**src/rtl/axi_stream_remove_header.sv**
```systemverilog
// Strips an N-byte header (N given per packet on the hlen channel) from an AXI-Stream packet and realigns the payload.
// Build option: define AXIS_RH_RUNT_ERR_EN to add err_runt and drop runt packets instead of emitting a header.
//
// state | meaning
// IDLE  | waiting for the header length of the next packet
// HDR   | waiting for the first beat; splits it into header and residual
// BODY  | merging residual with the head of each following beat
// FLUSH | emitting the bytes left over after the last beat
module axi_stream_remove_header #(
  parameter int DATA_WD      = 32,
  parameter int DATA_BYTE_WD = DATA_WD / 8
) (
  input  logic                          clk,
  input  logic                          rst_n,
  input  logic                          valid_in,
  output logic                          ready_in,
  input  logic [DATA_WD-1:0]            data_in,
  input  logic [DATA_BYTE_WD-1:0]       keep_in,
  input  logic                          last_in,
  input  logic                          valid_hlen,
  output logic                          ready_hlen,
  input  logic [$clog2(DATA_BYTE_WD):0] hlen,
  output logic                          valid_hdr,
  input  logic                          ready_hdr,
  output logic [DATA_WD-1:0]            header_out,
  output logic [DATA_BYTE_WD-1:0]       keep_hdr,
  output logic                          valid_out,
  input  logic                          ready_out,
  output logic [DATA_WD-1:0]            data_out,
  output logic [DATA_BYTE_WD-1:0]       keep_out,
  output logic                          last_out
`ifdef AXIS_RH_RUNT_ERR_EN
  ,
  output logic                          err_runt
`endif
);

  localparam int HW = $clog2(DATA_BYTE_WD) + 1;
  localparam int CW = HW + 1;
  localparam logic [HW-1:0] BYTES_H = HW'(DATA_BYTE_WD);
  localparam logic [CW-1:0] BYTES_C = CW'(DATA_BYTE_WD);

  typedef enum logic [1:0] {IDLE, HDR, BODY, FLUSH} state_t;

  state_t                    r_state;
  state_t                    w_state_nxt;
  logic [HW-1:0]             r_n;
  logic [DATA_WD-1:0]        r_resid;
  logic [CW-1:0]             r_flush_cnt;
  logic                      r_ready_hlen;
  logic                      r_valid_out;
  logic [DATA_WD-1:0]        r_data_out;
  logic [DATA_BYTE_WD-1:0]   r_keep_out;
  logic                      r_last_out;
  logic                      r_valid_hdr;
  logic [DATA_WD-1:0]        r_header;
  logic [DATA_BYTE_WD-1:0]   r_keep_hdr;

  logic                      w_out_free;
  logic                      w_hdr_free;
  logic                      w_ready_in;
  logic                      w_acc;
  logic                      w_hlen_acc;
  logic [HW-1:0]             w_hlen_clamp;
  logic [CW-1:0]             w_cnt;
  logic [CW-1:0]             w_n_c;
  logic [CW-1:0]             w_pending;
  logic [CW-1:0]             w_tail;
  logic [HW-1:0]             w_hdr_shamt;
  logic [DATA_WD-1:0]        w_hdr_data;
  logic [DATA_WD-1:0]        w_hi;
  logic [DATA_WD-1:0]        w_lo;
  logic [2*DATA_WD-1:0]      w_cat;
  logic [DATA_WD-1:0]        w_shift;
  logic [DATA_WD-1:0]        w_out_data;
  logic [DATA_BYTE_WD-1:0]   w_out_keep;
  logic                      w_out_last;
  logic                      w_ld_out;
  logic                      w_ld_hdr;
  logic                      w_ld_flush;
`ifdef AXIS_RH_RUNT_ERR_EN
  logic                      w_runt;
  logic                      r_err_runt;
`endif

  function automatic logic [DATA_BYTE_WD-1:0] f_keep_top(input logic [CW-1:0] cnt);
    logic [DATA_BYTE_WD-1:0] ones;
    ones = '1;
    return ~(ones >> cnt);
  endfunction

  function automatic logic [DATA_BYTE_WD-1:0] f_keep_low(input logic [HW-1:0] cnt);
    logic [DATA_BYTE_WD-1:0] ones;
    ones = '1;
    return ~(ones << cnt);
  endfunction

  function automatic logic [CW-1:0] f_popcnt(input logic [DATA_BYTE_WD-1:0] k);
    logic [CW-1:0] s;
    s = '0;
    for (int i = 0; i < DATA_BYTE_WD; i++) s = s + CW'(k[i]);
    return s;
  endfunction

  function automatic logic [DATA_WD-1:0] f_byte_mask(input logic [DATA_BYTE_WD-1:0] k);
    logic [DATA_WD-1:0] m;
    m = '0;
    for (int i = 0; i < DATA_BYTE_WD; i++) m[i*8 +: 8] = {8{k[i]}};
    return m;
  endfunction

  assign w_out_free   = !r_valid_out || ready_out;
  assign w_hdr_free   = !r_valid_hdr || ready_hdr;
  assign w_ready_in   = ((r_state == HDR) && w_out_free && w_hdr_free) ||
                        ((r_state == BODY) && w_out_free);
  assign w_acc        = valid_in && w_ready_in;
  assign w_hlen_acc   = (r_state == IDLE) && valid_hlen && r_ready_hlen;
  assign w_hlen_clamp = (hlen > BYTES_H) ? BYTES_H : hlen;

  assign w_cnt       = f_popcnt(keep_in);
  assign w_n_c       = {1'b0, r_n};
  assign w_pending   = BYTES_C - w_n_c + w_cnt;
  assign w_tail      = w_cnt - w_n_c;
  assign w_hdr_shamt = BYTES_H - r_n;
  assign w_hdr_data  = data_in >> {w_hdr_shamt, 3'b000};

  // One shifter serves all cases: the upper half of {hi, lo} << 8N is {hi minus its top N bytes, top N bytes of lo}.
  assign w_hi       = (r_state == HDR) ? data_in : r_resid;
  assign w_lo       = (r_state == FLUSH) ? '0 : data_in;
  assign w_cat      = {w_hi, w_lo} << {r_n, 3'b000};
  assign w_shift    = w_cat[2*DATA_WD-1 -: DATA_WD];
  assign w_out_data = w_shift & f_byte_mask(w_out_keep);

  always_comb begin
    w_state_nxt = r_state;
    w_ld_out    = 1'b0;
    w_out_keep  = '0;
    w_out_last  = 1'b0;
    w_ld_hdr    = 1'b0;
    w_ld_flush  = 1'b0;
`ifdef AXIS_RH_RUNT_ERR_EN
    w_runt      = 1'b0;
`endif
    case (r_state)
      IDLE: begin
        if (w_hlen_acc) w_state_nxt = HDR;
      end
      HDR: begin
        if (w_acc) begin
          if (last_in) begin
            w_state_nxt = IDLE;
`ifdef AXIS_RH_RUNT_ERR_EN
            if (w_cnt < w_n_c) w_runt = 1'b1;
            else
`endif
            begin
              w_ld_hdr = (r_n != '0);
              if (w_cnt > w_n_c) begin
                w_ld_out   = 1'b1;
                w_out_keep = f_keep_top(w_tail);
                w_out_last = 1'b1;
              end
            end
          end else begin
            w_ld_hdr    = (r_n != '0);
            w_state_nxt = BODY;
          end
        end
      end
      BODY: begin
        if (w_acc) begin
          w_ld_out = 1'b1;
          if (!last_in) begin
            w_out_keep = '1;
          end else if (w_pending <= BYTES_C) begin
            w_out_keep  = f_keep_top(w_pending);
            w_out_last  = 1'b1;
            w_state_nxt = IDLE;
          end else begin
            w_out_keep  = '1;
            w_ld_flush  = 1'b1;
            w_state_nxt = FLUSH;
          end
        end
      end
      FLUSH: begin
        if (w_out_free) begin
          w_ld_out    = 1'b1;
          w_out_keep  = f_keep_top(r_flush_cnt);
          w_out_last  = 1'b1;
          w_state_nxt = IDLE;
        end
      end
      default: w_state_nxt = IDLE;
    endcase
  end

  always_ff @(posedge clk or negedge rst_n) begin
    if (!rst_n) r_state <= IDLE;
    else        r_state <= w_state_nxt;
  end

  always_ff @(posedge clk or negedge rst_n) begin
    if (!rst_n) begin
      r_n          <= '0;
      r_resid      <= '0;
      r_flush_cnt  <= '0;
      r_ready_hlen <= 1'b0;
      r_valid_out  <= 1'b0;
      r_data_out   <= '0;
      r_keep_out   <= '0;
      r_last_out   <= 1'b0;
      r_valid_hdr  <= 1'b0;
      r_header     <= '0;
      r_keep_hdr   <= '0;
    end else begin
      r_ready_hlen <= (w_state_nxt == IDLE);
      if (w_hlen_acc) r_n <= w_hlen_clamp;
      if (w_acc) r_resid <= data_in;
      if (w_ld_flush) r_flush_cnt <= w_tail;
      if (w_ld_out) begin
        r_valid_out <= 1'b1;
        r_data_out  <= w_out_data;
        r_keep_out  <= w_out_keep;
        r_last_out  <= w_out_last;
      end else if (ready_out) begin
        r_valid_out <= 1'b0;
      end
      if (w_ld_hdr) begin
        r_valid_hdr <= 1'b1;
        r_header    <= w_hdr_data;
        r_keep_hdr  <= f_keep_low(r_n);
      end else if (ready_hdr) begin
        r_valid_hdr <= 1'b0;
      end
    end
  end

`ifdef AXIS_RH_RUNT_ERR_EN
  always_ff @(posedge clk or negedge rst_n) begin
    if (!rst_n) r_err_runt <= 1'b0;
    else        r_err_runt <= w_runt;
  end

  assign err_runt = r_err_runt;
`endif

  assign ready_in   = w_ready_in;
  assign ready_hlen = r_ready_hlen;
  assign valid_out  = r_valid_out;
  assign data_out   = r_data_out;
  assign keep_out   = r_keep_out;
  assign last_out   = r_last_out;
  assign valid_hdr  = r_valid_hdr;
  assign header_out = r_header;
  assign keep_hdr   = r_keep_hdr;

endmodule

```
**config.mk**
```make
export PLATFORM = sky130hd
export DESIGN_NAME = axi_stream_remove_header
export DESIGN_NICKNAME = d
export VERILOG_FILES = /design/src/rtl/axi_stream_remove_header.sv
export SDC_FILE = /design/constraint.sdc
export NUM_CORES = 1
export LEC_CHECK = 0
export CORE_MARGIN = 2
export CORE_UTILIZATION = 48
export DETAILED_ROUTE_END_ITERATION = 10
export PLACE_DENSITY = 0.77
export SLEW_MARGIN = 0
export SYNTH_ARGS = -nofsm -noshare
export SYNTH_HDL_FRONTEND = slang
export SYNTH_SLANG_ARGS = --single-unit
```
**constraint.sdc**
```tcl
create_clock -name clk -period 2.73 [get_ports clk]
set_input_delay 0.6825 -clock clk [delete_from_list [all_inputs] [get_ports clk]]
set_output_delay 0.6825 -clock clk [all_outputs]
set_load 0.02 [all_outputs]
```
## After elaboration in Yosys (flattened, before gate mapping)

Index checks and enable logic that the tools add are counted.

- Register bits after elaboration: 117
- Latch bits: 0
- RAM bits: 0
- ROM bits: 0
- Input bits: 46
- Memories kept: 0

- Add/sub/neg operators: 7
- Multiply operators: 0
- Divide/modulo/power cells: 0
- Order comparisons: 3
- Eq/ne operators: 3
- Shifts and indexed selects: 6
- Muxes and demuxes: 39
- Bitwise operators: 5
- Reduce and logical (&&, ||, !) cells: 16

Operators with widths:

| operator | count |
|---|---|
| $mux 32 | 2 |
| $shl 64x6->64 | 1 |
| $and 32x32->32 | 1 |
| $shr 32x6->32 | 1 |
| $mux 4 | 7 |
| $mux 1 | 18 |
| $not 4->4 | 4 |
| $mux 2 | 7 |
| $pmux 4 s3 | 1 |
| $shr 4x4->4 const A | 3 |
| $pmux 2 s4 | 1 |
| $logic_and 1x1->1 | 6 |
| $pmux 1 s3 | 2 |
| $add 3x1->4 | 1 |
| $add 4x4->4 | 1 |
| $eq 2x2->1 const B | 2 |
| $gt 4x3->1 | 1 |
| $le 4x3->1 const B | 1 |
| $logic_not 2->1 | 2 |
| $reduce_bool 2->1 | 2 |
| $shl 4x3->4 const A | 1 |
| $sub 3x3->4 const A | 1 |
| $sub 4x3->4 | 1 |
| $add 2x1->3 | 1 |
| other kinds (8) | 11 |

## Logic depth before layout (Yosys ltp)

Gate-level depths: netlist of run 1.

- Depth in word-level cells: 11
- Mapped depth: 17
- Mapped depth without buffers: 15

## Worst setup path before layout of run 1

No wires, ideal clock.

- Path kind: input to register
- Start: input port keep_in[0]
- End: register r_data_out[10], in the netlist data_out[10]
- Data arrival time: 3.650 ns
- Required time: 2.584 ns
- Setup slack: -1.066 ns
- Cell stages on the path: 14
- Path buffers: 0
- Cell sequence: inv_1 fa_1 inv_1 ha_1 ha_1 ha_1 ha_1 inv_1 fa_1 xor2_1 and3_1 o32ai_2 nor4_2 o21ai_0

- Word-level cells in the longest chain between the ends: 11

Ends and longest elaborated chain:

| element | RTL line | source |
|---|---|---|
| start: declaration | 18 | `input logic [DATA_BYTE_WD-1:0] keep_in,` |
| $add 1x1->2 (*) | 101 | `for (int i = 0; i < DATA_BYTE_WD; i++) s = s + CW'(k[i]);` |
| $add 2x1->3 (*) | 101 |  |
| $add 3x1->4 (*) | 101 |  |
| parallel branches: the longest is 8 deep, another holds $add 4x4->4 | - |  |
| end signal: assignment | 223 | `r_data_out <= w_out_data;` |
| end: declaration | 52 | `logic [DATA_WD-1:0] r_data_out;` |

Every way passes the cells marked *.
A chain may end at the register's enable or synchronous reset.

## Final worst setup path of run 1

- Start: input port keep_in[0]
- End: register r_data_out[14], in the netlist data_out[14]

The elaborated chain is that of the path after synthesis.

==> results of run 1 <==
## sequential cells by signal, summed over array words and instances, names as in the netlist
| signal | count |
|---|---|
| keep_hdr | 4 |
| r_flush_cnt | 4 |
| valid_out | 1 |
| header_out | 32 |
| keep_out | 4 |
| ready_hlen | 1 |
| data_out | 32 |
| r_state | 2 |
| r_resid | 32 |
| last_out | 1 |
| r_n | 3 |
| valid_hdr | 1 |
## worst max-delay path by stage
stage	start	endpoint	slack, ns	cells past startpoint
2_1_floorplan	keep_in[0]	data_out[16]$_DFFE_PN0P_	-0.80	14
3_3_place_gp	keep_in[0]	data_out[21]$_DFFE_PN0P_	-1.47	15
3_5_place_dp	keep_in[0]	data_out[19]$_DFFE_PN0P_	-1.53	15
4_1_cts	keep_in[0]	data_out[20]$_DFFE_PN0P_	-0.63	15
5_1_grt	keep_in[0]	data_out[11]$_DFFE_PN0P_	-0.67	17
6_report	keep_in[0]	data_out[14]$_DFFE_PN0P_	-0.63	16
## cells in the mapped netlist, drive strengths merged, types with 17 or more instances
| library cell | count |
|---|---|
| dfrtp | 117 |
| nand2 | 116 |
| o21ai | 77 |
| nor2 | 34 |
| inv | 31 |
| clkbuf | 29 |
| mux2 | 27 |
| buf | 26 |
| mux2i | 23 |
| nand3 | 20 |
| nand2b | 18 |
| nor2b | 18 |
| o31ai | 17 |
## kinds of logic after synthesis
kind of cell	count (synthesis)	synth area share, %
muxes	66	12.8
AOI/OAI and AO/OA	214	21.2
DFF	117	42.0
buffers and inverters	87	5.30
xor gates and xnor gates	1	0.126
and+or+nand+nor	234	15.2
adders and majority gates	15	3.23
## where the power goes
part	total, mW	leakage [nW]	internal, mW	switching, mW
registers	3.08	1.47	2.55	0.524
logic	8.31	2.29	3.68	4.63
clock network	2.44	0.312	1.63	0.812
total	13.8	4.07	7.86	5.96
## metal layers
metal  GRT usage, %  up-vias  part of all wire (%)
met4           10.0        0                   1.9
met1           42.5     3198                    45
met3           7.30       48                   7.8
met2           43.3      327                    45
li1               -     2960                     -
met5              0        -                     0
## layout by cell type (no fill, tap or decap), types with 11 or more instances in the layout
cell type and count:
nand2b_1 18, dfrtp_1 116, nand2_1 114, o31ai_1 16, a211oi_1 14, o21ai_0 58
a221oi_1 16, inv_1 24, buf_4 44, mux4_2 16, nand3_1 19, mux2_2 27
clkdlybuf4s50_1 117, a22o_1 16, mux2i_1 23, nor2b_1 17, clkbuf_16 17, o21ai_2 11
a21oi_1 15, nor2_1 32, nor3_1 12
## area by class of cell
cell class / instances / area, sq um / share of cell area, %
repair buffers: 179 / 1750 / 18.3
well taps: 184 / 230 / 2.41
clock buffers: 25 / 495 / 5.18
clock inverters: 7 / 143 / 1.49
flip-flops and latches: 117 / 2930 / 30.6
multi-input cells: 532 / 3890 / 40.7
inverters: 32 / 130 / 1.36
## worst reg2reg max path: cells and delay by family, from the launching register on
| family | cells | cell delay [ns] |
|---|---|---|
| fa+ha+maj | 3 | 0.69 |
| compound gates | 2 | 0.63 |
| flops | 1 | 0.51 |
| buf+inv | 5 | 0.43 |
| simple gates | 2 | 0.26 |
## metrics by stage
step           util, %  setup slack (ns)  setup TNS [ns]
6_report          66.6            -0.631          -23.17
4_1_cts           66.1            -0.626          -23.14
3_5_place_dp      61.0             -1.53          -63.96
3_3_place_gp      61.0             -1.47          -62.44
2_1_floorplan        -            -0.798          -32.15
5_1_grt           66.6            -0.675          -26.20
## timing repair
action                                  CTS  global route
pin swaps                                23            10
gates cloned                              2             0
resized for setup                        43            14
setup buffers                             2             4
endpoints found under the setup margin   46            45
==> summary.md, run 1 <==
| Metric | Value |
|---|---|
| Crit-path slowest cell | fa_1 |
| Mapped Nets | 795 |
| Run status | finished, violations left |
| FMAX | 297 MHz |
| CP arrival | 3.64 ns |
| Total Nets Final | 940 |
| Crit-path max cell delay | 0.53 ns |
| Mean Syn Cell Area | 9.49 sq um |
| H-tree depth | 4 |
| 1st-iter DRT viols | 563 |
| Top cell type's share of synthesized area | 42.0% |
| Worst Setup Path Type | input port to flip-flop |
| Max VDD drop | 0.671 mV |
| Post-route design area | 9570 sq um |
| Placed cell area | 8760 sq um |
| Die Y | 124 um |
| Global-route wire length before repair | 35900 um |
| Core ar. | 14400 sq um |
| Clock transition at path regs | 0.05 ns |
| Reg-to-reg slack, setup | 0.12 ns |
| Root Driver | clkbuf_16 |
| Final Slew Violations | 0 |
| Buf/Inv on CP | 6 |
| FFs w/ async S/R, synth | 100% |
| Worst slew pin tran | 1.44 ns |
| Drt wl/cell | 21.0 um |
| Synthesized area | 6970 sq um |
| CP cell instances | buf_8 -> inv_8 -> fa_1 -> inv_2 -> ha_4 -> ha_4 -> ha_4 -> ha_4 -> inv_2 -> fa_2 -> and3_4 -> o32ai_4 -> nor4_4 -> buf_6 -> buf_12 -> o21ai_2 |
| Final ANT Viol Nets | 0 |
| Final Hold Fails | 0 |
| Avg Vias per Cell | 6.07 |
| Post-Layout Cell Count | 1076 |
| Vias in the first global route | 6540 |
| CTS Hold Bufs | 0 |
| Largest net degree at the start of global routing | 102 |
| CP Launch Type | input port |
| GRT Util Overall | 29.3% |
| Via count | 6533 |
| Ranking of synthesized cells by area | dfrtp_1 (42%), nand2_1 (6.3%), o21ai_0 (5.5%), mux4_2 (5.2%), mux2_2 (4.4%) |
| Mapped Cells | 734 |
| Antenna fix cells | 0 |
| Row count | 44 |
| Critical Path RT | 3.01 ns |
| Synth warnings | 0 |
| Die ar. | 15500 sq um |
| Sequential area share after synthesis | 42.0% |
| Fin Clk Skew | 0.00899 ns |
| Post-synth top flop | dfrtp_1 |
| Gpl congestion | 0.914 |
| I/O Buffers | 122 |
| Pre-Repair DR Iteration Count | 5 |
| Final critical-path required period | 3.36 ns |
| Final critical-path share of the clock period | 123% |
| DRT Wirelength | 22500 um |
| Max Cap Viol | 0 |
| # placed instances | 1038 |
| Skew-Pair Late Insertion Delay | 0.41 ns |
| FF+latch count, synth | 117 |
| Worst R2R Start | r_n[0]$_DFFE_PN0P_ |
| CTS tree | built |
| Crit. End Element | flip-flop |
| RSZ-0062 raised after global routing | true |
| Family with the most delay on the worst path | adder cells |
| Worst reg2reg endpoint | data_out[14]$_DFFE_PN0P_ |
| Final worst slack | -0.631 ns |
| Post-synthesis cell type count | 53 |
| # DRC | 0 |
| Cell mode on critical path | ha_4 |
| Die Width | 124 um |
| Starting density of the core | 48.5% |
| Max clock buf depth | 2 |
| Final global-route overflow total | 0 |
| P&R area growth vs syn | 37.4% |
| Crit-path max FO | 6 |
| CTS Sinks | 117 |
| Number of flops mapped to enable cells by yosys | 0 |
| Pleak | 4.07 nW |
| Pwr dens | 1440 nW/um^2 |
| Final hold slack | 0.0964 ns |
| Fill count | 1071 |
| Antenna violations before repair | 0 |
| Hold Path Class | input port to async pin |
| Worst r2r path cells | 12 |
| # setup viols final | 45 |
| Total Power | 13.8 mW |
| Ports | 123 |
| Leading area contributor after synthesis | dfrtp_1 |
| Slew HR | 3.47% |
| Post-DP HPWL | 15900 um |
| TritonCTS Buffers | 17 |
| Failing checks | negative setup slack |
| Layout cells sized above 1 | 20.0% |
No activity file was read; power rests on OpenSTA's default activity.
==> inputs of run 2 (changes only) <==
PLACE_DENSITY = unset   (was 0.77)
PLACE_DENSITY_LB_ADDON = 0.05   (was unset)
==> run 2 against run 1 <==
Against the previous run:
- critical path type unchanged
- the run still ends with negative setup slack left
- count of clock-buffer cells in the layout down 6
- final area down 0.46%
- first-iteration DRC count up 13%
- sequential share of layout area up 0.14 points
- cell count about the same
- critical endpoint is now data_out[23]$_DFFE_PN0P_
- wire length down 3.4%
- clock power down 3%
- die area unchanged
- critical path depth unchanged
==> summary.md, run 2 (synthesis results as in run 1) <==
| Metric | Value |
|---|---|
| Core ar. | 14400 sq um (unchanged) |
| Layout cells sized above 1 | 20.3% (+0.31 points) |
| Vias in the first global route | 6530 (-0.15%) |
| Final global-route overflow total | 0 (unchanged) |
| Pleak | 4.04 nW (-0.66%) |
| Antenna violations before repair | 0 (unchanged) |
| Crit-path max cell delay | 0.54 ns (about the same) |
| Max VDD drop | 1.03 mV (+54%) |
| DRT Wirelength | 21800 um (-3.4%) |
| CTS tree | built |
| Pwr dens | 1420 nW/um^2 (-1.5%) |
| CP Launch Type | input port |
| GRT Util Overall | 28.3% (-1.1 points) |
| Cell mode on critical path | ha_4 |
| Total Nets Final | 941 (+0.11%) |
| Most frequent cells in the layout | clkdlybuf4s50_1 (117), dfrtp_1 (116), nand2_1 (112) |
| Via count | 6471 (-0.95%) |
| Max Cap Viol | 0 (unchanged) |
| Worst Setup Path Type | input port to flip-flop |
| Root Driver | clkbuf_16 |
| Failing checks | negative setup slack |
| Clock transition at path regs | 0.06 ns (about the same) |
| Final Slew Violations | 0 (unchanged) |
| 1st-iter DRT viols | 634 (+13%) |
| Gpl congestion | 0.897 (-1.8%) |
| Crit-path slowest cell | fa_1 |
| Drt wl/cell | 20.2 um (-3.5%) |
| Die ar. | 15500 sq um (unchanged) |
| Fill count | 1137 (+6.2%) |
| Max clock buf depth | 2 (unchanged) |
| Crit-path max FO | 5 (-1) |
| Ports | 123 (unchanged) |
| Total Power | 13.6 mW (-2.0%) |
| TritonCTS Buffers | 17 (unchanged) |
| Post-DP HPWL | 15200 um (-4.4%) |
| Final worst slack | -0.664 ns (-0.0328 ns) |
| H-tree depth | 4 (unchanged) |
| Commonest non-fill, non-tap cell in the layout | clkdlybuf4s50_1 |
| I/O Buffers | 122 (unchanged) |
| Antenna fix cells | 0 (unchanged) |
| RSZ-0062 raised after global routing | true |
| CTS Sinks | 117 (unchanged) |
| CP cell instances | buf_6 -> inv_2 -> fa_1 -> inv_2 -> ha_4 -> ha_4 -> ha_4 -> ha_4 -> inv_2 -> fa_2 -> xor2_1 -> and3_4 -> o32ai_4 -> buf_12 -> a211o_4 -> a22o_1 |
| Slew HR | 42.8% (+39 points) |
| CTS Hold Bufs | 0 (unchanged) |
| CP arrival | 3.70 ns (+0.06 ns) |
| Die Width | 124 um (unchanged) |
| Final Hold Fails | 0 (unchanged) |
| Largest net degree at the start of global routing | 102 (unchanged) |
| Critical Path RT | 3.03 ns (+0.02 ns) |
| Crit. End Element | flip-flop |
| Row count | 44 (unchanged) |
| # DRC | 0 (unchanged) |
| Run status | finished, violations left |
| P&R area growth vs syn | 36.8% |
| Post-route design area | 9530 sq um (-0.46%) |
| Final hold slack | 0.247 ns (+0.150 ns) |
| Pre-Repair DR Iteration Count | 5 (unchanged) |
| Placed cell area | 8760 sq um (about the same) |
| # setup viols final | 45 (unchanged) |
| Hold Path Class | input port to async pin |
| Die Y | 124 um (unchanged) |
| Starting density of the core | 48.5% (unchanged) |
| Skew-Pair Late Insertion Delay | 0.42 ns (about the same) |
| Final critical-path share of the clock period | 124% (+1.2 points) |
| Fin Clk Skew | 0.00810 ns (-0.000893 ns) |
| Global-route wire length before repair | 34700 um (-3.4%) |
| Final ANT Viol Nets | 0 (unchanged) |
| FMAX | 295 MHz (-0.97%) |
| Reg-to-reg slack, setup | 0.07 ns (-0.05 ns) |
| Avg Vias per Cell | 6.01 (-1.0%) |
| Worst slew pin tran | 0.854 ns (-0.589 ns) |
| Final critical-path required period | 3.39 ns (+0.0328 ns) |
## run 2: worst paths after layout
kind                                         start  depth (start not counted)                    endpoint
setup / recovery                        keep_in[1]                         16    data_out[23]$_DFFE_PN0P_
hold / removal                               rst_n                          1  header_out[13]$_DFFE_PN0P_
setup reg to reg                r_n[0]$_DFFE_PN0P_                         12    data_out[23]$_DFFE_PN0P_
hold reg to reg            keep_hdr[0]$_DFFE_PN0P_                          1     keep_hdr[0]$_DFFE_PN0P_
max in group asynchronous                    rst_n                          2      r_resid[0]$_DFFE_PN0P_
min in group clk           keep_hdr[0]$_DFFE_PN0P_                          1     keep_hdr[0]$_DFFE_PN0P_
## run 2: timing repair
action | CTS | global route
gates resized for setup | 31 | 14
pin swaps | 17 | 17
endpoints found under the setup margin | 46 | 45
gates cloned | 1 | 1
setup buffers | 5 | 1
## run 2: report_power, final
group | switching [mW] | internal, mW
Combinational | 4.51 | 3.61
Sequential | 0.519 | 2.55
Clock | 0.863 | 1.49
## run 2: metal layers
layer / routed length (um) / up-vias / global-route usage (%)
met4: 951 / 0 / 13.8
met2: 10600 / 234 / 45.9
met1: 9140 / 3198 / 36.2
li1: - / 2978 / -
met5: 0 / - / 0
met3: 1080 / 61 / 5.71
## run 2: area by class of cell
cell class | count | area, sq um | share of cell area, %
Tap cell | 184 | 230 | 2.42
Timing Repair Buffer | 180 | 1750 | 18.3
Clock buffer | 19 | 453 | 4.75
Multi-Input combinational cell | 532 | 3860 | 40.6
Clock inverter | 13 | 170 | 1.79
Inverter | 32 | 130 | 1.37
Sequential cell | 117 | 2930 | 30.8
## run 2: stage by stage
step	TNS, ns	setup WS [ns]	util (%)	cells
6_report	-23.34	-0.664	66.3	1077
5_1_grt	-28.97	-0.774	66.3	1077
4_1_cts	-25.58	-0.667	65.9	1076
3_5_place_dp	-64.42	-1.53	61.0	1039
3_3_place_gp	-62.42	-1.48	61.0	1039
2_1_floorplan	-32.15	-0.798	-	734
## run 2: critical path: cells and delay by family
| kind | cells | cell delay, ns |
|---|---|---|
| AOI/OAI and AO/OA | 3 | 0.65 |
| xor gates and xnor gates | 1 | 0.18 |
| adders and majority gates | 6 | 1.64 |
| buffers and inverters | 5 | 0.34 |
| and+or+nand+nor | 1 | 0.21 |
